File: src/rtl/la_ioring_ctrl.sv
// la_ioring_ctrl: serialises {addr,data} config frames onto an io ring with shift/latch strobes.
module la_ioring_ctrl #(
  parameter           PROP   = "DEFAULT",
  parameter int       RINGW  = 8,
  parameter int       NPADS  = 16,
  parameter int       CFGW   = 8,
  parameter int       SETTLE = 4,
  localparam int      ADDRW  = $clog2(NPADS),
  localparam int      FRAMEW = ADDRW + CFGW
) (
  input  logic             clk,
  input  logic             reset,
  input  logic             req_valid,
  output logic             req_ready,
  input  logic [ADDRW-1:0] req_addr,
  input  logic [CFGW-1:0]  req_data,
  output logic             done,
  output logic             err,
  output logic             busy,
  output logic [RINGW-1:0] ring_out
);
  localparam int BW = $clog2(FRAMEW);
  localparam int CW = $clog2(SETTLE + 1);
  typedef enum logic [2:0] {S_IDLE, S_SHIFT, S_LATCH, S_SETTLE, S_DONE} state_t;
  state_t r_state, w_state;
  logic [FRAMEW-1:0] r_frame, w_frame;
  logic [BW-1:0] r_bit, w_bit;
  logic [CW-1:0] r_cnt, w_cnt;
  logic [2:0] r_ring, w_ring;
  logic r_phase, w_phase, r_done, r_err, r_busy, w_err, w_ok;
  always_comb begin
    w_state = r_state;
    w_frame = r_frame;
    w_bit = r_bit;
    w_phase = r_phase;
    w_cnt = r_cnt;
    w_err = 1'b0;
    w_ok = {1'b0, req_addr} < (ADDRW+1)'(NPADS);
    case (r_state)
      S_IDLE: if (req_valid) begin
        w_err = !w_ok;
        if (w_ok) begin
          w_state = S_SHIFT;
          w_frame = {req_addr, req_data};
          w_bit = '0;
          w_phase = 1'b0;
        end
      end
      S_SHIFT: begin
        w_phase = !r_phase;
        if (r_phase) begin
          w_bit = r_bit + 1'b1;
          if (r_bit == BW'(FRAMEW-1)) w_state = S_LATCH;
        end
      end
      S_LATCH: begin
        w_state = S_SETTLE;
        w_cnt = CW'(SETTLE);
      end
      S_SETTLE: begin
        w_cnt = r_cnt - 1'b1;
        if (r_cnt == CW'(1)) w_state = S_DONE;
      end
      default: w_state = S_IDLE;
    endcase
    // ring bits are computed from next-state values so the flops below present them in that state's cycle
    w_ring = {w_state == S_LATCH, w_state == S_SHIFT && w_phase,
              w_state == S_SHIFT && w_frame[BW'(FRAMEW-1) - w_bit]};
  end
  always_ff @(posedge clk) begin
    if (reset) begin
      r_state <= S_IDLE;
      r_frame <= '0;
      r_bit <= '0;
      r_phase <= 1'b0;
      r_cnt <= '0;
      r_ring <= '0;
      r_done <= 1'b0;
      r_err <= 1'b0;
      r_busy <= 1'b0;
    end else begin
      r_state <= w_state;
      r_frame <= w_frame;
      r_bit <= w_bit;
      r_phase <= w_phase;
      r_cnt <= w_cnt;
      r_ring <= w_ring;
      r_done <= w_state == S_DONE;
      r_err <= w_err;
      r_busy <= w_state != S_IDLE;
    end
  end
  assign req_ready = r_state == S_IDLE && !reset;
  assign ring_out = RINGW'(r_ring);
  assign done = r_done;
  assign err = r_err;
  assign busy = r_busy;
endmodule

File: config.mk
export PLATFORM = sky130hd
export DESIGN_NAME = la_ioring_ctrl
export DESIGN_NICKNAME = d
export VERILOG_FILES = /design/src/rtl/la_ioring_ctrl.sv
export SDC_FILE = /design/constraint.sdc
export NUM_CORES = 1
export LEC_CHECK = 0
export ABC_CLOCK_PERIOD_IN_PS = 5000
export CORE_ASPECT_RATIO = 0.6
export CORE_UTILIZATION = 54
export CTS_CLUSTER_DIAMETER = 80
export CTS_CLUSTER_SIZE = 14
export DETAILED_ROUTE_END_ITERATION = 8
export MAX_ROUTING_LAYER = met4
export PLACE_DENSITY = 0.83
export SYNTH_ARGS = -nofsm -noshare
export SYNTH_HDL_FRONTEND = slang
export SYNTH_SLANG_ARGS = --single-unit
File: constraint.sdc
create_clock -name clk -period 5 [get_ports clk]
set_input_delay 0.75 -clock clk [delete_from_list [all_inputs] [get_ports clk]]
set_output_delay 0.75 -clock clk [all_outputs]
set_load 0.03 [all_outputs]
=== Word level (Yosys, flattened, before mapping) ===
Cells that the tools add are included.
W data, S select, Z words.

* Output and inout bits: 12
* Logic and storage cells: 43
* Input port bits: 15
* Flip-flop bits (word level): 28

* Add/sub/neg operators: 3
* Magnitude comparators: 1
* Reductions and logical operators: 8
* Equal/unequal tests: 8
* Mux-type cells: 15

{| class="wikitable"
|+ Operator list
! cell !! count
|-
| $mux W12 || 2
|-
| $mux W3 || 4
|-
| $pmux W3 S4 || 1
|-
| $eq A3 B1 Y1 const B || 3
|-
| $eq A3 B2 Y1 const B || 3
|-
| $mux W4 || 2
|-
| $pmux W4 S2 || 1
|-
| $pmux W3 S2 || 1
|-
| $lt A4 B5 Y1 const B || 1
|-
| $add A4 B1 Y4 const B || 1
|-
| $bmux W1 S4 || 1
|-
| $eq A4 B4 Y1 const B || 1
|-
| $sub A4 B4 Y4 const A || 1
|-
| $eq A3 B3 Y1 const B || 1
|-
| $logic_and A1 B1 Y1 || 3
|-
| $logic_not A3 Y1 || 1
|-
| $reduce_bool A3 Y1 || 1
|-
| $sub A3 B1 Y3 const B || 1
|-
| $logic_not A1 Y1 || 2
|-
| $mux W1 || 2
|-
| $pmux W1 S2 || 1
|-
| $reduce_bool A2 Y1 || 1
|}

=== Longest topological paths before layout ===
Gate-level depths: netlist (run 1).

* Depth after elaboration: 7
* Mapped depth: 7
* Gate-level depth less buffers: 7

=== Worst setup path after synthesis (run 1) ===
Ideal clock, no wire load.

* Path kind: input -> output
* From: input port reset
* To: output port req_ready
* Slack: 2.425 ns
* Required time: 4.250 ns
* Arrival: 1.825 ns
* Cell stages on the path: 3
* Buffers on the path: 1
* Cell sequence: or2_2 > clkbuf_1 > nor3_1

* Longest elaborated chain between the ends: 2

{| class="wikitable"
|+ RTL lines
! element !! RTL line !! source
|-
| start, declared || 12 || <nowiki>input logic reset,</nowiki>
|-
| $logic_not A1 Y1 || 93 || <nowiki>assign req_ready = r_state == S_IDLE && !reset;</nowiki>
|-
| $logic_and A1 B1 Y1 || 93 ||
|-
| end, declared || 14 || <nowiki>output logic req_ready,</nowiki>
|}

No other way between the ends.

=== Worst setup path in the final report (run 1) ===
Ends and elaborated chain as after synthesis.

==> results of run 1 <==
## layer usage
layer,track usage (%),part of all wire (%),up-vias
met2,36.6,45,47
met5,-,0,-
met4,2.55,0.27,0
li1,-,-,619
met3,5.77,6.8,2
met1,34.4,48,595
## worst max-delay path, cell delays in order
cell and delay (ns):
clkdlybuf4s50_1 0.39, buf_4 0.21, or2_2 0.36, nor3_1 0.16, clkdlybuf4s50_1 0.70
## cells by family after synthesis
family,count (synthesis),share of synthesized area (%)
AOI/OAI and AO/OA,45,19.5
adders and majority gates,3,2.69
buffers and inverters,20,7.70
DFF,28,40.1
muxes,5,3.85
other,1,0.268
and+or+nand+nor,71,25.9
## power by group
group	internal, mW	total [mW]	switching, mW	leakage [nW]
clock network	0.0540	0.119	0.0653	0.0216
logic	0.0284	0.0636	0.0352	0.364
registers	0.232	0.241	0.00879	0.228
## Yosys cell counts (2+ instances only)
cell type / number
nand3_1: 2
a31oi_1: 2
buf_4: 6
nor3b_1: 2
mux2_2: 3
buf_2: 2
o21a_1: 2
a21oi_1: 21
clkbuf_1: 7
nor2_1: 15
nand3b_1: 2
a211o_1: 3
and3_1: 2
nand2_1: 30
nor4b_2: 2
ha_1: 3
o21ai_1: 2
dfxtp_1: 28
o21ai_0: 8
nor3_1: 5
nand4_1: 2
o211ai_1: 2
mux2i_1: 2
inv_1: 4
## layout make-up
class	count	area, µm²
multi-input combinational	130	748
clock buffer	3	41.3
timing repair buffer	22	215
inverter	4	15.0
tap	30	37.5
sequential	28	561
fill	182	676
## final timing paths
path,end,slack [ns],cells after the start,from
max,req_ready,1.67,5,reset
min,r_frame[2]$_SDFF_PP0_,0.46,2,r_frame[2]$_SDFF_PP0_
max reg2reg,r_ring[0]$_SDFF_PP0_,2.74,6,r_state[0]$_SDFF_PP0_
min reg2reg,r_frame[2]$_SDFF_PP0_,0.46,2,r_frame[2]$_SDFF_PP0_
## through the flow
step	power, mW	util [%]
floorplan	0.289	-
global placement	0.307	68.7
detailed placement	0.309	68.7
CTS	0.424	70.5
global route	0.443	70.5
finish	0.424	70.5
## registers in the layout, indices dropped and copies added, names as in the netlist
| register | count |
|---|---|
| r_bit | 4 |
| r_phase | 1 |
| busy | 1 |
| r_cnt | 3 |
| done | 1 |
| r_frame | 12 |
| r_ring | 3 |
| r_state | 3 |
## cell usage in the layout, fill, tap and decap left out, types with 3 or more instances in the layout
cell,n
a211o_1,3
conb_1,6
ha_1,3
nor3_1,5
inv_1,4
clkbuf_8,3
a21oi_1,21
dfxtp_1,28
nand2_1,30
o21ai_0,8
mux2_2,3
nor2_1,15
clkdlybuf4s50_1,20
==> summary.txt, run 1 <==
Clocking
  – CTS tree: done
  – Root Driver: clkbuf_8
  – H-tree depth: 1
  – Number of gates resized after cts: 0
  – Post CTS Setup Buffer Count: 0
  – Cts hold-fix bufs: 0
  – Clk_lat worst skew: 0.27 ns
  – Clock sink count: 28
  – CTS clk-pin slew, worst paths: 0.08 ns
  – Clk buf depth: 2
  – TritonCTS buffer count: 3

Timing
  – Final hold viol count: 0
  – Final setup skew: 0.00661 ns
  – Slew Limit Fails: 0
  – Worst slew margin: 54.8%
  – RSZ-0062 raised after global routing: false
  – Worst-Margin Slew: 0.677 ns
  – Min Tclk post-route: 3.33 ns
  – Final setup viols: 0
  – WHS: 0.457 ns
  – Setup TNS: 0 ns
  – FMAX: 300 MHz
  – Part of the cycle the worst path needs: 66.6%
  – Worst Slack Setup Final: 1.67 ns

Placement
  – DP HPWL: 2250 µm
  – Placer Congestion: 0.869
  – Dpl cells: 214
  – Buffers added on ports: 20
  – Worst slack, placed: 1.68 ns
  – Area of placed instances: 0.00158 mm²

Logic synthesis
  – Post-synth top area cell: dfxtp_1
  – FFs w/ async S/R, synth: 0%
  – Seq/Total Area, Yosys: 40.1%
  – Synth top area share: 40.1%
  – Ys flop type: dfxtp_1
  – Seq cells post-synth: 28
  – Synth area leaders: dfxtp_1 (40%), nand2_1 (8.1%), a21oi_1 (7.5%), nor2_1 (4.0%), buf_4 (3.2%)
  – YS warnings: 0
  – EDFF count, synth: 0
  – Avg Inst Size Synth: 8.08 µm²
  – Syn Inst Count: 173
  – Post-Syn Area: 0.00140 mm²
  – Yosys cell types: 40

Worst setup path
  – CP Capture Type: output pin
  – CP Max Fanout: 22
  – CP startpoint kind: input pin
  – WP data required: 4.25 ns
  – Crit Path Class: input pin to output pin
  – Data arrival time of the critical path: 2.58 ns

Final layout
  – Ant diodes: 0
  – Final nets: 207
  – Fin cells: 217
  – Ratio of cells with drive above 1 in the final layout: 9.09%
  – Design area: 0.00162 mm²
  – Layout area overhead: 15.8%

Status
  – Run status: complete, no violations

Pwr
  – VDD IR-drop max: 0.000154 V
  – PD cells: 262 mW/mm²
  – LEAKAGE: 0.614 nW

Worst hold path
  – HP Class: flop to flop

Floorplan
  – Starting Density: 60.9%
  – Die height: 41.4 µm
  – Area of the die: 0.00280 mm²
  – Core area: 0.00229 mm²
  – Row cnt: 13
  – Die width: 67.7 µm
  – IO Pins: 27

Global routing
  – Vias in the first global route: 1082
  – Total GRT Usage: 24.5%
  – Largest net degree at the start of global routing: 23
  – GR Overflow Total: 0
  – Initial antenna violation count: 0
  – First-pass GRT wire length: 5080 µm

Routing
  – Vias: 1263
  – Initial DRC count: 129
  – Detailed-route DRC error count: 0
  – Post-detailed-route wirelength per cell: 13.7 µm
  – Drt pass-1 iters: 4
  – Antenna-violating nets left: 0
  – DR vias/cell: 5.82
  – Final WL: 2980 µm

Job
  – Max-Cap Viols: 0
Note: power is estimated with default switching activity, not from simulation.
==> inputs of run 2 (changes only) <==
Settings changed: ABC_CLOCK_PERIOD_IN_PS 5000 to 3500, CORE_UTILIZATION 54 to 51, PLACE_DENSITY 0.83 to 0.79.
Clock period 5 ns to 3.5 ns, I/O delays scaled along.
==> run 2 against run 1 <==
  * Routed wire length increased by 4.8%
  * Sequential share of layout area decreased by 0.68 points
  * Clock power increased by 120%
  * Largest power group unchanged
  * Clock skew decreased by 0.0052 ns
  * Core utilization decreased by 6.0 points
==> summary.txt, run 2 (same netlist as run 1, synthesis figures left out) <==
Status
  – Run status: complete, no violations

Pwr
  – Pint: 0.526 mW
  – LEAKAGE: 0.628 nW
  – Sequential power share: 49.8%
  – VDD IR-drop max: 0.000189 V
  – Net Sw Power: 0.167 mW
  – Switching Fraction: 24.1%
  – PD cells: 419 mW/mm²
  – Comb power frac: 13.1%
  – Clock power frac: 37.1%

Global routing
  – Initial antenna violation count: 0
  – Met1 Track Usage GR: 30.8%
  – Vias in the first global route: 1166
  – GR Overflow Total: 0
  – GR Util met2: 37.3%
  – Total GRT Usage: 24.0%
  – First-pass GRT wire length: 5330 µm
  – Largest net degree at the start of global routing: 22
  – Top Usage Layer GRT: met2
  – Grt met3 use: 5.77%

Final layout
  – Final nets: 207
  – Most flops, register: r_frame
  – Most common cell after layout, fill and taps aside: nand2_1
  – Ratio of cells with drive above 1 in the final layout: 9.57%
  – Multi-input gate area: 748 µm²
  – Layout area overhead: 18.1%
  – Biggest regs: r_frame x12, r_bit x4
  – Ant diodes: 0
  – Fin cells: 220
  – Most frequent cells in the layout: nand2_1 (30), dfxtp_1 (28), a21oi_1 (21)
  – Register area: 561 µm²
  – Layout filler cell count: 226
  – Design area: 0.00165 mm²
  – Max reg flops: 12
  – Final core utilization: 64.5%

Clocking
  – CTS clk-pin slew, worst paths: 0.09 ns
  – Cts hold-fix bufs: 0
  – TritonCTS buffer count: 3
  – H-tree depth: 1
  – Root Driver: clkbuf_8
  – Clk_lat worst skew: 0.28 ns
  – Post CTS Setup Buffer Count: 0
  – Clk buf depth: 2
  – Clock sink count: 28
  – Number of gates resized after cts: 0
  – CTS tree: done

Worst setup path
  – Max stage delay cell, worst path: clkdlybuf4s50_1
  – Crit path cell chain: clkdlybuf4s50_1 -> or2_2 -> nor3_1 -> clkdlybuf4s50_1
  – Most frequent cell on the critical path: clkdlybuf4s50_1
  – Data arrival time of the critical path: 2.11 ns
  – CP Max Fanout: 7
  – WP data required: 2.97 ns
  – Crit Path Class: input pin to output pin
  – Crit-path max cell delay: 0.69 ns
  – CP startpoint kind: input pin
  – CP Capture Type: output pin

Routing
  – Detailed-route DRC error count: 0
  – Post-detailed-route wirelength per cell: 14.2 µm
  – Vias: 1262
  – Final WL: 3120 µm
  – DR vias/cell: 5.74
  – Initial DRC count: 139
  – Drt pass-1 iters: 5
  – Antenna-violating nets left: 0

Floorplan
  – IO Pins: 27
  – Die width: 69.6 µm
  – Starting Density: 54.6%
  – Die height: 42.6 µm
  – Area of the die: 0.00296 mm²
  – Row cnt: 14
  – Core area: 0.00256 mm²

Placement
  – Buffers added on ports: 20
  – DP HPWL: 2250 µm
  – Area of placed instances: 0.00158 mm²
  – Dpl cells: 216
  – Placer Congestion: 0.876

Worst hold path
  – HP Class: flop to flop

Timing
  – Setup TNS: 0 ns
  – Worst slew margin: 53.2%
  – Final setup skew: 0.00142 ns
  – Slew Limit Fails: 0
  – Final setup viols: 0
  – Worst-Margin Slew: 0.702 ns
  – Final hold viol count: 0
  – FMAX: 379 MHz
  – Min Tclk post-route: 2.64 ns
  – RSZ-0062 raised after global routing: false
  – Part of the cycle the worst path needs: 75.3%

Job
  – Max-Cap Viols: 0
==> run 2: changes by cell type in the layout (fill, tap and decap cells not counted) <==
| cell | before | now |
|---|---|---|
| bufinv_16 | 0 | 1 |
==> run 2: worst max-delay path, delay by kind of cell <==
family / cells / cell delay, ns
simple gates: 2 / 0.48
buf+inv: 2 / 1.10
==> run 2: worst paths after layout <==
path / startpoint / endpoint / slack, ns / cells after the start
max: reset / req_ready / 0.86 / 4
min reg2reg: r_frame[9]$_SDFF_PP0_ / r_frame[9]$_SDFF_PP0_ / 0.46 / 2
max reg2reg: r_state[0]$_SDFF_PP0_ / r_ring[0]$_SDFF_PP0_ / 1.18 / 6
min: r_frame[9]$_SDFF_PP0_ / r_frame[9]$_SDFF_PP0_ / 0.46 / 2
==> run 2: cell type report <==
cell class / instances / area share (%)
Clock inverter: 1 / 1.82
Inverter: 4 / 0.910
Tap cell: 32 / 2.43
Clock buffer: 3 / 2.50
Timing Repair Buffer: 22 / 13.0
Multi-Input combinational cell: 130 / 45.3
Sequential cell: 28 / 34.0
==> run 2: layer usage <==
metal	share of wire (%)	wire [µm]
met2	46	1430
met1	48	1500
met5	0	0
met4	1.3	40
met3	4.8	149
==> run 2: power groups by stage <==
stage | Clock (mW) | Combinational [mW] | Sequential [mW]
finish | 0.257 | 0.0907 | 0.345
global route | 0.276 | 0.0992 | 0.347
CTS | 0.260 | 0.0906 | 0.344
detailed placement | 0 | 0.0899 | 0.352
global placement | 0 | 0.0880 | 0.350
floorplan | 0 | 0.0638 | 0.348
==> run 2: stage by stage <==
stage	hold slack [ns]	power, mW	worst slack (ns)
floorplan	0.432	0.412	1.38
global placement	0.444	0.439	0.878
detailed placement	0.450	0.441	0.858
CTS	0.463	0.695	0.857
global route	0.493	0.722	0.779
finish	0.460	0.692	0.863
==> inputs of run 3 (changes only) <==
Settings changed: ABC_CLOCK_PERIOD_IN_PS 3500 to 2600.
Clock period 3.5 ns to 2.6 ns, I/O delays scaled along.
==> run 3 against run 2 <==
  * Global-route usage decreased by 0.45 points
  * Sequential power increased by 34%
  * Core utilization increased by 0.20 points
  * Sequential share of layout area decreased by 0.10 points
  * Clock-buffer cell count unchanged
  * Clock skew increased by 0.0032 ns
  * Largest power group unchanged
==> summary.txt, run 3 (same netlist as run 1, synthesis figures left out) <==
Routing
  – Initial DRC count: 113
  – DR vias/cell: 5.83
  – Post-detailed-route wirelength per cell: 14.8 µm
  – Final WL: 3280 µm
  – Detailed-route DRC error count: 0
  – Drt pass-1 iters: 6
  – Vias: 1288
  – Antenna-violating nets left: 0

Worst hold path
  – Min-Delay Path Depth: 2
  – Hold path start: r_frame[7]$_SDFF_PP0_
  – Min-Delay Endpoint: r_frame[7]$_SDFF_PP0_
  – HP Class: flop to flop

Clocking
  – Clk buf depth: 2
  – TritonCTS buffer count: 3
  – Clock sink count: 28
  – H-tree depth: 1
  – Root Driver: clkbuf_8
  – CTS clk-pin slew, worst paths: 0.10 ns
  – Cts hold-fix bufs: 0
  – Clk_lat worst skew: 0.28 ns
  – Post CTS Setup Buffer Count: 0
  – Number of gates resized after cts: 0
  – CTS tree: done

Global routing
  – Largest net degree at the start of global routing: 22
  – Total GRT Usage: 23.6%
  – GR Util met2: 38.1%
  – Grt met3 use: 6.01%
  – Top Usage Layer GRT: met2
  – Vias in the first global route: 1140
  – First-pass GRT wire length: 5290 µm
  – Met1 Track Usage GR: 30.3%
  – Initial antenna violation count: 0
  – GR Overflow Total: 0

Final layout
  – Max reg flops: 12
  – Layout filler cell count: 211
  – Multi-input gate area: 748 µm²
  – Ant diodes: 0
  – Biggest regs: r_frame x12, r_bit x4
  – Final nets: 208
  – Ratio of cells with drive above 1 in the final layout: 10.6%
  – Most frequent cells in the layout: nand2_1 (30), dfxtp_1 (28), a21oi_1 (21)
  – Layout area overhead: 18.4%
  – Most flops, register: r_frame
  – Most common cell after layout, fill and taps aside: nand2_1
  – Register area: 561 µm²

Timing
  – Setup TNS: 0 ns
  – Final setup viols: 0
  – Min Tclk post-route: 2.28 ns
  – FMAX: 438 MHz
  – Final hold viol count: 0
  – Worst slew margin: 54.3%
  – Final setup skew: 0.00465 ns
  – Part of the cycle the worst path needs: 87.8%
  – Worst-Margin Slew: 0.685 ns
  – Worst Slack Setup Final: 0.318 ns
  – RSZ-0062 raised after global routing: false
  – Slew Limit Fails: 0

Floorplan
  – IO Pins: 27
  – Row cnt: 14
  – Core area: 0.00256 mm²
  – Starting Density: 54.6%
  – Die height: 42.6 µm
  – Area of the die: 0.00296 mm²
  – Die width: 69.6 µm

Worst setup path
  – Crit-path max cell delay: 0.77 ns
  – CP startpoint kind: flop
  – Critical Path Start: r_state[0]$_SDFF_PP0_
  – CP Capture Type: flop
  – R2R Path Start: r_state[0]$_SDFF_PP0_
  – R2R setup slack: 0.32 ns
  – Crit path cell chain: nor2_1 -> o21ai_1 -> nand2_1 -> mux2_2 -> a21oi_1 -> a211oi_2
  – Reg2reg end: r_ring[0]$_SDFF_PP0_
  – CP Max Fanout: 20
  – WP data required: 2.77 ns
  – Largest delay share family, worst path: flip-flops
  – Worst Reg-to-Reg Cells: 6
  – Buf/Inv on CP: 0
  – Crit Path Class: flop to flop
  – Max stage delay cell, worst path: dfxtp_1
  – Data arrival time of the critical path: 2.45 ns

Placement
  – Buffers added on ports: 20
  – DP HPWL: 2310 µm
  – Placer Congestion: 0.941
  – Worst slack, placed: 0.189 ns

Pwr
  – VDD IR-drop max: 0.000293 V
  – PD cells: 565 mW/mm²
  – LEAKAGE: 0.634 nW

Job
  – Max-Cap Viols: 0

Status
  – Run status: complete, no violations
==> run 3: how the worst max path moves through the flow <==
| stage | cells past startpoint | end | slack, ns |
|---|---|---|---|
| floorplan | 4 | req_ready | 0.69 |
| global placement | 7 | r_ring[0]$_SDFF_PP0_ | 0.25 |
| detailed placement | 7 | r_ring[0]$_SDFF_PP0_ | 0.19 |
| CTS | 6 | r_ring[0]$_SDFF_PP0_ | 0.38 |
| global route | 6 | r_ring[0]$_SDFF_PP0_ | 0.20 |
| finish | 6 | r_ring[0]$_SDFF_PP0_ | 0.32 |
==> run 3: stage by stage <==
stage	power (mW)	util [%]	std cells	cell area [µm²]	hold slack (ns)
2_1_floorplan	0.555	-	178	1420	0.432
3_3_place_gp	0.591	61.9	217	1580	0.443
3_5_place_dp	0.596	61.9	217	1580	0.452
4_1_cts	0.935	64.7	221	1660	0.465
5_1_grt	0.966	64.7	221	1660	0.482
6_report	0.935	64.7	221	1660	0.465
==> run 3: per-layer routing <==
| layer | routed length (µm) | vias to the layer above |
|---|---|---|
| li1 | - | 619 |
| met3 | 279 | 4 |
| met5 | 0 | - |
| met2 | 1550 | 74 |
| met4 | 25 | 0 |
| met1 | 1420 | 591 |
==> run 3: worst min-delay path, delay by kind of cell (launching register included) <==
kind / cells / cell delay (ns)
compound gates: 1 / 0.05
flops: 1 / 0.32
simple gates: 1 / 0.05
==> run 3: power breakdown <==
part	total [mW]	switching (mW)	internal, mW
Clock	0.346	0.140	0.206
Combinational	0.125	0.0693	0.0557
Sequential	0.464	0.0180	0.446
Total	0.935	0.227	0.708
==> run 3: layout make-up <==
class | instances | share of cell area, %
Clock inverter | 1 | 1.81
Tap cell | 32 | 2.42
Timing Repair Buffer | 23 | 13.3
Inverter | 4 | 0.907
Multi-Input combinational cell | 130 | 45.2
Clock buffer | 3 | 2.49
Sequential cell | 28 | 33.9
